<file path="src/rtl/bru_pkg.sv">
// Purpose : shared types and defaults for the branch resolve unit and its prediction FIFO.
// Latency : n/a (types, constants and one pure helper function only).
// Backpressure: n/a.
// Contents: bru_state_t {IDLE, RECOVER}; pred_entry_t {pc, pred, target, hit};
//           BRU_DEPTH / BRU_RECOVER_CYCLES defaults; seq_pc() fall-through PC helper.
package bru_pkg;

    localparam int BRU_DEPTH          = 4;
    localparam int BRU_RECOVER_CYCLES = 2;

    typedef enum logic {
        IDLE    = 1'b0,
        RECOVER = 1'b1
    } bru_state_t;

    // One fetch-stage prediction, queued until its instruction reaches execute.
    typedef struct packed {
        logic [31:0] pc;
        logic        pred;
        logic [31:0] target;
        logic        hit;
    } pred_entry_t;

    // Sequential fall-through address; wraps modulo 2^32.
    function automatic logic [31:0] seq_pc(input logic [31:0] pc);
        return pc + 32'd4;
    endfunction

endpackage

</file>
<file path="src/rtl/pred_fifo.sv">
// Purpose : in-order queue of fetch-stage predictions (DEPTH x pred_entry_t), with a flush-style clear.
// Latency : push visible at head the cycle after the write; head is a combinational read of the oldest entry.
// Backpressure: full when count==DEPTH; a push while full and a pop while empty are ignored.
// Ports   : Clk, Rst (sync, active-high); push/push_entry; pop; clear; head; full; empty.
module pred_fifo
    import bru_pkg::*;
#(
    parameter int DEPTH = BRU_DEPTH
) (
    input  logic        Clk,
    input  logic        Rst,
    input  logic        push,
    input  pred_entry_t push_entry,
    input  logic        pop,
    input  logic        clear,
    output pred_entry_t head,
    output logic        full,
    output logic        empty
);

    localparam int PTR_W = $clog2(DEPTH);
    localparam int CNT_W = PTR_W + 1;

    pred_entry_t        mem [DEPTH];
    logic [PTR_W-1:0]   rd_ptr;
    logic [PTR_W-1:0]   wr_ptr;
    logic [CNT_W-1:0]   count;
    logic               do_push;
    logic               do_pop;

    assign full    = (count == CNT_W'(DEPTH));
    assign empty   = (count == '0);
    assign head    = mem[rd_ptr];
    assign do_push = push && !full;
    assign do_pop  = pop && !empty;

    // Clear drops every stored entry but keeps a same-cycle push, which is
    // the next instruction from fetch rather than stale state.
    always_ff @(posedge Clk) begin
        if (Rst) begin
            rd_ptr <= '0;
            wr_ptr <= '0;
            count  <= '0;
        end else if (clear) begin
            rd_ptr <= '0;
            wr_ptr <= do_push ? PTR_W'(1) : '0;
            count  <= do_push ? CNT_W'(1) : '0;
        end else begin
            if (do_push) wr_ptr <= wr_ptr + PTR_W'(1);
            if (do_pop)  rd_ptr <= rd_ptr + PTR_W'(1);
            case ({do_push, do_pop})
                2'b10:   count <= count + CNT_W'(1);
                2'b01:   count <= count - CNT_W'(1);
                default: count <= count;
            endcase
        end
    end

    // Storage carries no reset; empty gates every use of head.
    always_ff @(posedge Clk) begin
        if (do_push) begin
            mem[clear ? '0 : wr_ptr] <= push_entry;
        end
    end

endmodule

</file>
<file path="src/rtl/branch_resolve_unit.sv">
// Purpose : checks queued fetch predictions against execute outcomes; drives flush/redirect and predictor update.
// Latency : Flush/RedirectPC/Mispredict/Upd* registered, 1 cycle after E_Valid; Flush held RECOVER_CYCLES cycles.
// Backpressure: F_Stall = prediction FIFO full (from count only); fetch and execute inputs ignored while in RECOVER.
// Ports   : Clk, Rst (sync, active-high); F_* fetch prediction in, F_Stall out; E_* execute outcome in;
//           Flush, RedirectPC, Mispredict recovery out; UpdValid/UpdPC/UpdTarget/UpdTaken predictor update out.
// Config  : define BRU_PERF_CNT_EN to add BranchCount/MispredictCount (wrap at 2^32, cleared by Rst).
module branch_resolve_unit
    import bru_pkg::*;
#(
    parameter int DEPTH          = BRU_DEPTH,
    parameter int RECOVER_CYCLES = BRU_RECOVER_CYCLES
) (
    input  logic        Clk,
    input  logic        Rst,
    input  logic        F_Valid,
    input  logic [31:0] F_PC,
    input  logic        F_Prediction,
    input  logic [31:0] F_PCPredict,
    input  logic        F_BtbHit,
    output logic        F_Stall,
    input  logic        E_Valid,
    input  logic [31:0] E_PC,
    input  logic        E_Branch,
    input  logic        E_BranchTaken,
    input  logic [31:0] E_PCBranch,
    output logic        Flush,
    output logic [31:0] RedirectPC,
    output logic        Mispredict,
    output logic        UpdValid,
    output logic [31:0] UpdPC,
    output logic [31:0] UpdTarget,
    output logic        UpdTaken
`ifdef BRU_PERF_CNT_EN
    ,
    output logic [31:0] BranchCount,
    output logic [31:0] MispredictCount
`endif
);

    localparam int RC_W = (RECOVER_CYCLES > 1) ? $clog2(RECOVER_CYCLES) : 1;

    bru_state_t   state;
    logic [RC_W-1:0] rec_cnt;

    pred_entry_t  head;
    pred_entry_t  push_entry;
    logic         fifo_full;
    logic         fifo_empty;
    logic         fifo_push;
    logic         fifo_pop;
    logic         fifo_clear;

    logic         is_idle;
    logic         resolve;
    logic         head_match;
    logic         pred_taken;
    logic         misp_raw;
    logic         mispredict_now;
    logic [31:0]  redirect_next;
    logic         unused_head_hit;

    assign is_idle    = (state == IDLE);
    assign resolve    = is_idle && E_Valid;
    // A head whose PC differs from execute means the queue lost sync with the
    // pipeline; the instruction is then judged as predicted not-taken.
    assign head_match = !fifo_empty && (head.pc == E_PC);
    assign pred_taken = head_match && head.pred;
    assign unused_head_hit = head.hit;

    always_comb begin
        misp_raw      = 1'b0;
        redirect_next = seq_pc(E_PC);
        if (E_Branch) begin
            if (E_BranchTaken) begin
                redirect_next = E_PCBranch;
                misp_raw      = !pred_taken || (head.target != E_PCBranch);
            end else begin
                misp_raw      = pred_taken;
            end
        end else begin
            // Non-branch hit in the BTB by alias: fall through.
            misp_raw = pred_taken;
        end
    end

    assign mispredict_now = resolve && misp_raw;

    assign push_entry = '{pc: F_PC, pred: F_Prediction, target: F_PCPredict, hit: F_BtbHit};
    assign F_Stall    = fifo_full;
    // Anything fetched alongside a mispredict is wrong-path and is not queued.
    assign fifo_push  = F_Valid && !fifo_full && is_idle && !mispredict_now;
    assign fifo_pop   = resolve && head_match;
    assign fifo_clear = resolve && (!head_match || mispredict_now);

    pred_fifo #(
        .DEPTH(DEPTH)
    ) u_pred_fifo (
        .Clk        (Clk),
        .Rst        (Rst),
        .push       (fifo_push),
        .push_entry (push_entry),
        .pop        (fifo_pop),
        .clear      (fifo_clear),
        .head       (head),
        .full       (fifo_full),
        .empty      (fifo_empty)
    );

    // Flush is high exactly while state==RECOVER; RedirectPC and Upd* hold
    // their last values between events.
    always_ff @(posedge Clk) begin
        if (Rst) begin
            state      <= IDLE;
            rec_cnt    <= '0;
            Flush      <= 1'b0;
            RedirectPC <= 32'h0;
            Mispredict <= 1'b0;
            UpdValid   <= 1'b0;
            UpdPC      <= 32'h0;
            UpdTarget  <= 32'h0;
            UpdTaken   <= 1'b0;
        end else begin
            Mispredict <= 1'b0;
            UpdValid   <= 1'b0;
            case (state)
                IDLE: begin
                    if (resolve && E_Branch) begin
                        UpdValid  <= 1'b1;
                        UpdPC     <= E_PC;
                        UpdTarget <= E_PCBranch;
                        UpdTaken  <= E_BranchTaken;
                    end
                    if (mispredict_now) begin
                        state      <= RECOVER;
                        Flush      <= 1'b1;
                        Mispredict <= 1'b1;
                        RedirectPC <= redirect_next;
                        rec_cnt    <= RC_W'(RECOVER_CYCLES - 1);
                    end
                end
                RECOVER: begin
                    if (rec_cnt == '0) begin
                        state <= IDLE;
                        Flush <= 1'b0;
                    end else begin
                        rec_cnt <= rec_cnt - RC_W'(1);
                    end
                end
            endcase
        end
    end

`ifdef BRU_PERF_CNT_EN
    // Counters advance on the same edge that raises the matching strobe.
    always_ff @(posedge Clk) begin
        if (Rst) begin
            BranchCount     <= 32'h0;
            MispredictCount <= 32'h0;
        end else begin
            if (resolve && E_Branch) BranchCount     <= BranchCount + 32'd1;
            if (mispredict_now)      MispredictCount <= MispredictCount + 32'd1;
        end
    end
`endif

endmodule

</file>
<file path="config.mk">
export PLATFORM = sky130hd
export DESIGN_NAME = branch_resolve_unit
export DESIGN_NICKNAME = d
export VERILOG_FILES = /design/src/rtl/bru_pkg.sv /design/src/rtl/pred_fifo.sv /design/src/rtl/branch_resolve_unit.sv
export SDC_FILE = /design/constraint.sdc
export NUM_CORES = 1
export LEC_CHECK = 0
export ABC_AREA = 1
export CELL_PAD_IN_SITES_DETAIL_PLACEMENT = 0
export CELL_PAD_IN_SITES_GLOBAL_PLACEMENT = 1
export CORE_UTILIZATION = 40
export CTS_CLUSTER_DIAMETER = 40
export DETAILED_ROUTE_END_ITERATION = 16
export GPL_TIMING_DRIVEN = 0
export PLACE_DENSITY = 0.89
export SLEW_MARGIN = 20
export SYNTH_ARGS = -nofsm -noshare
export SYNTH_HDL_FRONTEND = slang
export SYNTH_SLANG_ARGS = --single-unit
export TNS_END_PERCENT = 5
</file>
<file path="constraint.sdc">
create_clock -name Clk -period 11.4 [get_ports Clk]
set_clock_uncertainty 0.2 [all_clocks]
set_input_delay 2.28 -clock Clk [delete_from_list [all_inputs] [get_ports Clk]]
set_output_delay 2.28 -clock Clk [all_outputs]
set_load 0.02 [all_outputs]
</file>
==> results of run 1 <==
sequential cells by signal, summed over array words and instances, names as in the netlist, named ones only:
signal / cells
UpdTaken: 1
u_pred_fifo.mem: 260
UpdTarget: 32
Flush: 1
state: 1
u_pred_fifo.wr_ptr: 2
u_pred_fifo.rd_ptr: 2
u_pred_fifo.count: 3
UpdValid: 1
Mispredict: 1
RedirectPC: 32
UpdPC: 32
rec_cnt: 1
final cells by class:
class	count	area, µm²
clock buffer	57	1290
tap	518	648
timing repair buffer	252	2620
sequential	371	10000
fill	3409	18100
inverter	59	221
clock inverter	30	335
multi-input combinational	1136	5250
buffer	78	362
stage by stage:
step	setup WS [ns]	cell area (µm²)
after global routing	5.41	20800
after floorplan	2.76	15800
after CTS	5.60	20800
after global placement	-2.28	18800
after detailed placement	5.05	19100
final	5.58	20800
where the power goes:
part / internal (mW) / switching, mW
clock network: 0.918 / 0.600
logic: 0.126 / 0.187
registers: 1.49 / 0.0239
total: 2.53 / 0.810
final timing paths:
check                                                         to  cells past startpoint  slack (ns)             start
worst max-delay path            u_pred_fifo.mem[2][46]$_DFFE_PP_                     19        5.58          E_Branch
worst max register to register  u_pred_fifo.mem[2][46]$_DFFE_PP_                     19        6.77          register
worst min-delay path                        rec_cnt$_SDFFE_PP0P_                      1        0.25  state$_SDFF_PP0_
worst min register to register              rec_cnt$_SDFFE_PP0P_                      1        0.25  state$_SDFF_PP0_
routing by layer:
layer  routed length [µm]  GRT usage (%)  vias to the layer above
li1                     -              -                     6207
met1                21200           34.0                     6281
met2                24800           42.7                      610
met3                 4600           4.84                      101
met4                 1980           10.1                        2
met5                   12              0                        -
cell usage after synthesis (all sizes together):
cell	n
inv	59
o211ai	4
o221ai	1
ha	1
o22ai	1
buf	46
o21a	1
xor2	41
nand4	9
xnor2	3
and3	1
o21ai	78
nor2	76
or2	2
a31oi	4
clkbuf	32
nor4	7
nor3	12
dfxtp	111
nand3	188
mux2i	8
a21oi	105
nand3b	12
edfxtp	260
o211a	1
nand2	576
fa	1
nor3b	3
and2	1
kinds of logic after synthesis:
logic type	after synthesis	share of synthesized area, %
flops	371	63.3
buf+inv	137	3.68
xor+xnor	44	2.43
fa+ha+maj	2	0.205
mux	8	0.506
compound gates	195	6.36
simple gates	887	23.5
worst max-delay path, cell delays in order:
cell	delay (ns)
clkdlybuf4s50_1	0.52
nand2_1	0.18
inv_2	0.22
nand2_1	0.15
nand2_1	0.10
nand3_1	0.06
inv_1	0.05
nand2_1	0.05
nor2_1	0.10
nand3_1	0.16
nor2_1	0.26
nand3_2	0.13
nand3_4	0.14
o21ai_2	0.12
nor2_1	0.30
inv_1	0.18
nor2_4	0.37
buf_12	0.24
buf_16	0.19
==> results.tsv, run 1 <==
stage	metric	value	unit
outcome	status	finished clean	
final_layout	Final Util	53.5	%
grt	GRT Util Overall	26.0	%
cts	clk buf depth	3	
cts	CTS tree	done	
final_layout	commonest non-fill, non-tap cell in the layout	nand2_1	
yosys	post-synthesis area per instance	9.63	µm²
yosys	area share of the largest cell type after synthesis	49.3	%
sta	final setup fails	0	
floorplanning	total core area	38800	µm²
floorplanning	Die Wd	201	µm
drt	drt total wl	52.6	mm
yosys	Yosys reg bits	371	
grt	pin count of the biggest net entering global routing	24	
sta	RSZ-0062 raised after global routing	no	
floorplanning	row count	72	
setup_path	highest fanout seen on the critical path	21	
cts	clk sinks	371	
sta	final setup TNS	0	ns
floorplanning	chip height	201	µm
yosys	Synth area leaders	edfxtp_1 49%, dfxtp_1 14%, nand2_1 14%	
sta	Peak Freq	0.172	GHz
setup_path	Worst Setup Start Kind	input pin	
drt	number of routed nets with antenna violations	0	
final_layout	share of cells above drive strength 1	7.61	%
yosys	Seq/Total Area, Yosys	63.3	%
cts	Worst-path clk slew	0.06	ns
cts	clock root cell	clkbuf_16	
place	RD Place Congestion	0.928	
cts	Post-CTS Setup Inserts	0	
cts	CTS resizes	0	
cts	cts bufs inserted	48	
setup_path	Setup crit end kind	register	
power_and_ir_drop	Final Power	3.34	mW
drt	routed len/inst	21.0	µm
final_layout	final cell count without fillers	2501	
cts	H-tree depth	2	
cts	worst-skew pair later-pin latency	0.57	ns
cts	hold buffers post-CTS	0	
sta	Worst-Margin Slew	0.712	ns
sta	Tcrit/Tclk final	51.1	%
grt	gr ovfl total	0	
final_layout	fin nets	2084	
setup_path	worst path arrival time	5.87	ns
grt	vias in the first global route	12700	
yosys	Ys Warns	0	
setup_path	required time of the worst setup path	11.45	ns
power_and_ir_drop	Pleak	8.01	nW
place	DP Wirelength	39.9	mm
yosys	post-synthesis cell count	1644	
grt	first-pass GRT wire length	77.9	mm
yosys	mapped cell area	15800	µm²
floorplanning	Starting Density	40.8	%
yosys	largest area contributor in the netlist	edfxtp_1	
drt	vias per cell	5.28	
final_layout	Area Overhead vs Synth	31.1	%
sta	post-route minimum period	5.82	ns
sta	Max Slew Vio Count	0	
drt	# DRC	0	
place	Buffers on Ports	234	
drt	Vias	13200	
yosys	count of cell types in the netlist	40	
sta	Final Hold Fails	0	
drt	initial DRC count	1165	
power_and_ir_drop	Power per Cell Area	161	nW/µm²
floorplanning	Top Ports	237	
drt	1st-pass router iterations	6	
setup_path	Setup CP Type	in2reg	
power_and_ir_drop	Worst VDD drop	0.121	mV
min_path	Hold Crit Class	reg2reg	
sta	hold slack	0.250	ns
sta	Slew headroom	52.5	%
job	Max Cap Viol	0	
final_layout	antenna fix cells	0	
grt	antenna violations before repair	2	
floorplanning	Die ar.	40400	µm²
place	Placed Instances	2414	
yosys	Post-Syn Nets	1782	
final_layout	commonest cells after routing, fill and taps aside	574 x nand2_1, 260 x edfxtp_1, 234 x clkdlybuf4s50_1, 186 x nand3_1, 111 x dfxtp_1	
No activity file was read; power rests on OpenSTA's default activity.
==> run 2, diff against run 1 <==
Clock period 11.4 ns to 6.1 ns, I/O delays scaled along.
==> run 2 against run 1 <==
Count of clock-buffer cells in the layout shrank 1. Routed wire length rose by 0.84%. Sequential power increased by 87%. Register-to-register slack worse by 5.5 ns. Critical path type unchanged. Largest cell class unchanged.
==> results.tsv, run 2 (same netlist as run 1, synthesis figures left out) <==
stage	metric	value	unit	change
drt	vias per cell	5.33		+1.0%
grt	first-pass GRT wire length	78.1	mm	+0.19%
min_path	Hold Path Sink	rec_cnt$_SDFFE_PP0P_		
floorplanning	total core area	38800	µm²	unchanged
cts	clk sinks	371		unchanged
power_and_ir_drop	Worst VDD drop	0.191	mV	+57%
final_layout	commonest non-fill, non-tap cell in the layout	nand2_1		
min_path	Hold Crit Class	reg2reg		
floorplanning	Starting Density	40.8	%	unchanged
drt	1st-pass router iterations	7		+1
grt	antenna violations before repair	3		+1
grt	vias in the first global route	12800		+1.4%
final_layout	fin nets	2078		-0.29%
drt	drt total wl	53.1	mm	+0.84%
place	Buffers on Ports	234		unchanged
setup_path	Reg2Reg Depth	19		unchanged
final_layout	share of cells above drive strength 1	7.04	%	-0.58 points
place	RD Place Congestion	0.929		+0.18%
drt	number of routed nets with antenna violations	0		unchanged
sta	RSZ-0062 raised after global routing	no		
grt	gr ovfl total	0		unchanged
final_layout	Biggest register	u_pred_fifo.mem		
drt	Vias	13300		+0.77%
place	DP Wirelength	40.0	mm	+0.28%
setup_path	worst reg2reg endpoint	u_pred_fifo.mem[2][56]$_DFFE_PP_		
min_path	worst hold start	state$_SDFF_PP0_		
power_and_ir_drop	Pleak	7.89	nW	-1.5%
sta	Max Slew Vio Count	0		unchanged
final_layout	Area Overhead vs Synth	30.1	%	
sta	Tcrit/Tclk final	82.3	%	
setup_path	Setup CP Type	in2reg		
drt	# DRC	0		unchanged
setup_path	Worst R2R Setup Slack	1.26	ns	-5.51 ns
final_layout	Final Util	53.1	%	-0.40 points
grt	pin count of the biggest net entering global routing	24		unchanged
floorplanning	Die Wd	201	µm	unchanged
drt	initial DRC count	1170		+0.43%
job	Max Cap Viol	0		unchanged
cts	hold buffers post-CTS	0		unchanged
sta	final setup fails	0		unchanged
floorplanning	Die ar.	40400	µm²	unchanged
setup_path	Worst Setup Start Kind	input pin		
cts	H-tree depth	2		unchanged
cts	Worst-path clk slew	0.06	ns	about the same
sta	Peak Freq	0.199	GHz	
setup_path	required time of the worst setup path	6.13	ns	-5.32 ns
outcome	status	finished clean		
setup_path	worst path arrival time	5.06	ns	-0.81 ns
setup_path	highest fanout seen on the critical path	22		+4.8%
cts	clock root cell	clkbuf_16		
floorplanning	Top Ports	237		unchanged
floorplanning	chip height	201	µm	unchanged
sta	Slew headroom	51.1	%	-1.4 points
sta	Final Hold Fails	0		unchanged
final_layout	max FFs per register	260		unchanged
sta	hold slack	0.262	ns	+0.0122 ns
final_layout	final cell count without fillers	2494		-0.28%
cts	clk buf depth	3		unchanged
cts	CTS tree	done		
min_path	WHS Path Cells	1		unchanged
setup_path	Setup crit end kind	register		
cts	CTS resizes	0		unchanged
sta	Worst-Margin Slew	0.733	ns	+0.0213 ns
cts	worst-skew pair later-pin latency	0.56	ns	about the same
final_layout	commonest cells after routing, fill and taps aside	574 x nand2_1, 260 x edfxtp_1, 234 x clkdlybuf4s50_1, 186 x nand3_1, 111 x dfxtp_1		
final_layout	fill cell count	3433		+0.70%
cts	cts bufs inserted	45		-6.3%
place	Placed Instances	2411		-0.12%
power_and_ir_drop	Power per Cell Area	291	nW/µm²	+81%
drt	routed len/inst	21.3	µm	+1.1%
sta	post-route minimum period	5.02	ns	
grt	GRT Util Overall	25.9	%	-0.087 points
floorplanning	row count	72		unchanged
cts	Post-CTS Setup Inserts	0		unchanged
## run 2: cell types whose count changed in the layout (fill, tap and decap cells not counted), sizes merged
cell / delta
clkinv: +2
inv: -9
clkinvlp: +5
bufinv: -2
clkbuf: -1
diode: +1
buf: -3
## run 2: metal layers
metal  part of all wire (%)  GRT usage (%)  wire (µm)
met1                     40           34.3      21200
met3                    9.3           4.85       4910
met2                     47           41.8      24700
met5                  0.023              0         12
met4                    4.2           10.6       2210
## run 2: per-stage QoR
stage                     setup WS [ns]  TNS [ns]  power (mW)  cell area [µm²]
after detailed placement          0.603         0        3.45            19100
after global routing              0.961         0        6.15            20600
after CTS                          1.12         0        6.00            20600
after global placement            -3.38   -848.05        3.44            18800
after floorplan                   0.183         0        3.12            15800
final                              1.08         0        5.99            20600
## run 2: cell type report
type	count	area [µm²]	share of cell area (%)
flip-flops and latches	371	10000	48.7
clock inverters	26	258	1.25
plain buffers	78	362	1.75
repair buffers	249	2630	12.8
diodes	1	2.50	0.0121
clock buffers	56	1200	5.82
multi-input cells	1136	5260	25.5
well taps	518	648	3.15
inverters	59	221	1.07
## run 2: worst max path at each step
stage                     slack [ns]  startpoint                                to
final                           1.08    E_Branch  u_pred_fifo.mem[2][56]$_DFFE_PP_
after global routing            0.96    E_Branch  u_pred_fifo.mem[2][56]$_DFFE_PP_
after CTS                       1.12    E_Branch  u_pred_fifo.mem[3][46]$_DFFE_PP_
after detailed placement        0.60    E_Branch  u_pred_fifo.mem[3][46]$_DFFE_PP_
after global placement         -3.38    E_Branch  u_pred_fifo.mem[3][46]$_DFFE_PP_
after floorplan                 0.18    E_PC[23]  u_pred_fifo.mem[0][10]$_DFFE_PP_
## run 2: power breakdown
| group | internal (mW) | leakage (nW) | switching [mW] |
|---|---|---|---|
| Combinational | 0.236 | 3.90 | 0.348 |
| Sequential | 2.78 | 3.29 | 0.0463 |
| Clock | 1.51 | 0.697 | 1.08 |
| Total | 4.52 | 7.89 | 1.47 |
## run 2: critical path: stages
cell             delay, ns
clkdlybuf4s50_1       0.52
nand2_1               0.18
inv_2                 0.22
nand2_1               0.15
nand2_1               0.12
nand3_1               0.07
inv_1                 0.05
nand2_1               0.05
nor2_1                0.11
nand3_1               0.19
nor2_1                0.30
nand3_2               0.15
nand3_4               0.15
o21ai_2               0.12
nor2_1                0.39
inv_1                 0.20
nor2_4                0.39
buf_16                0.22
buf_12                0.20
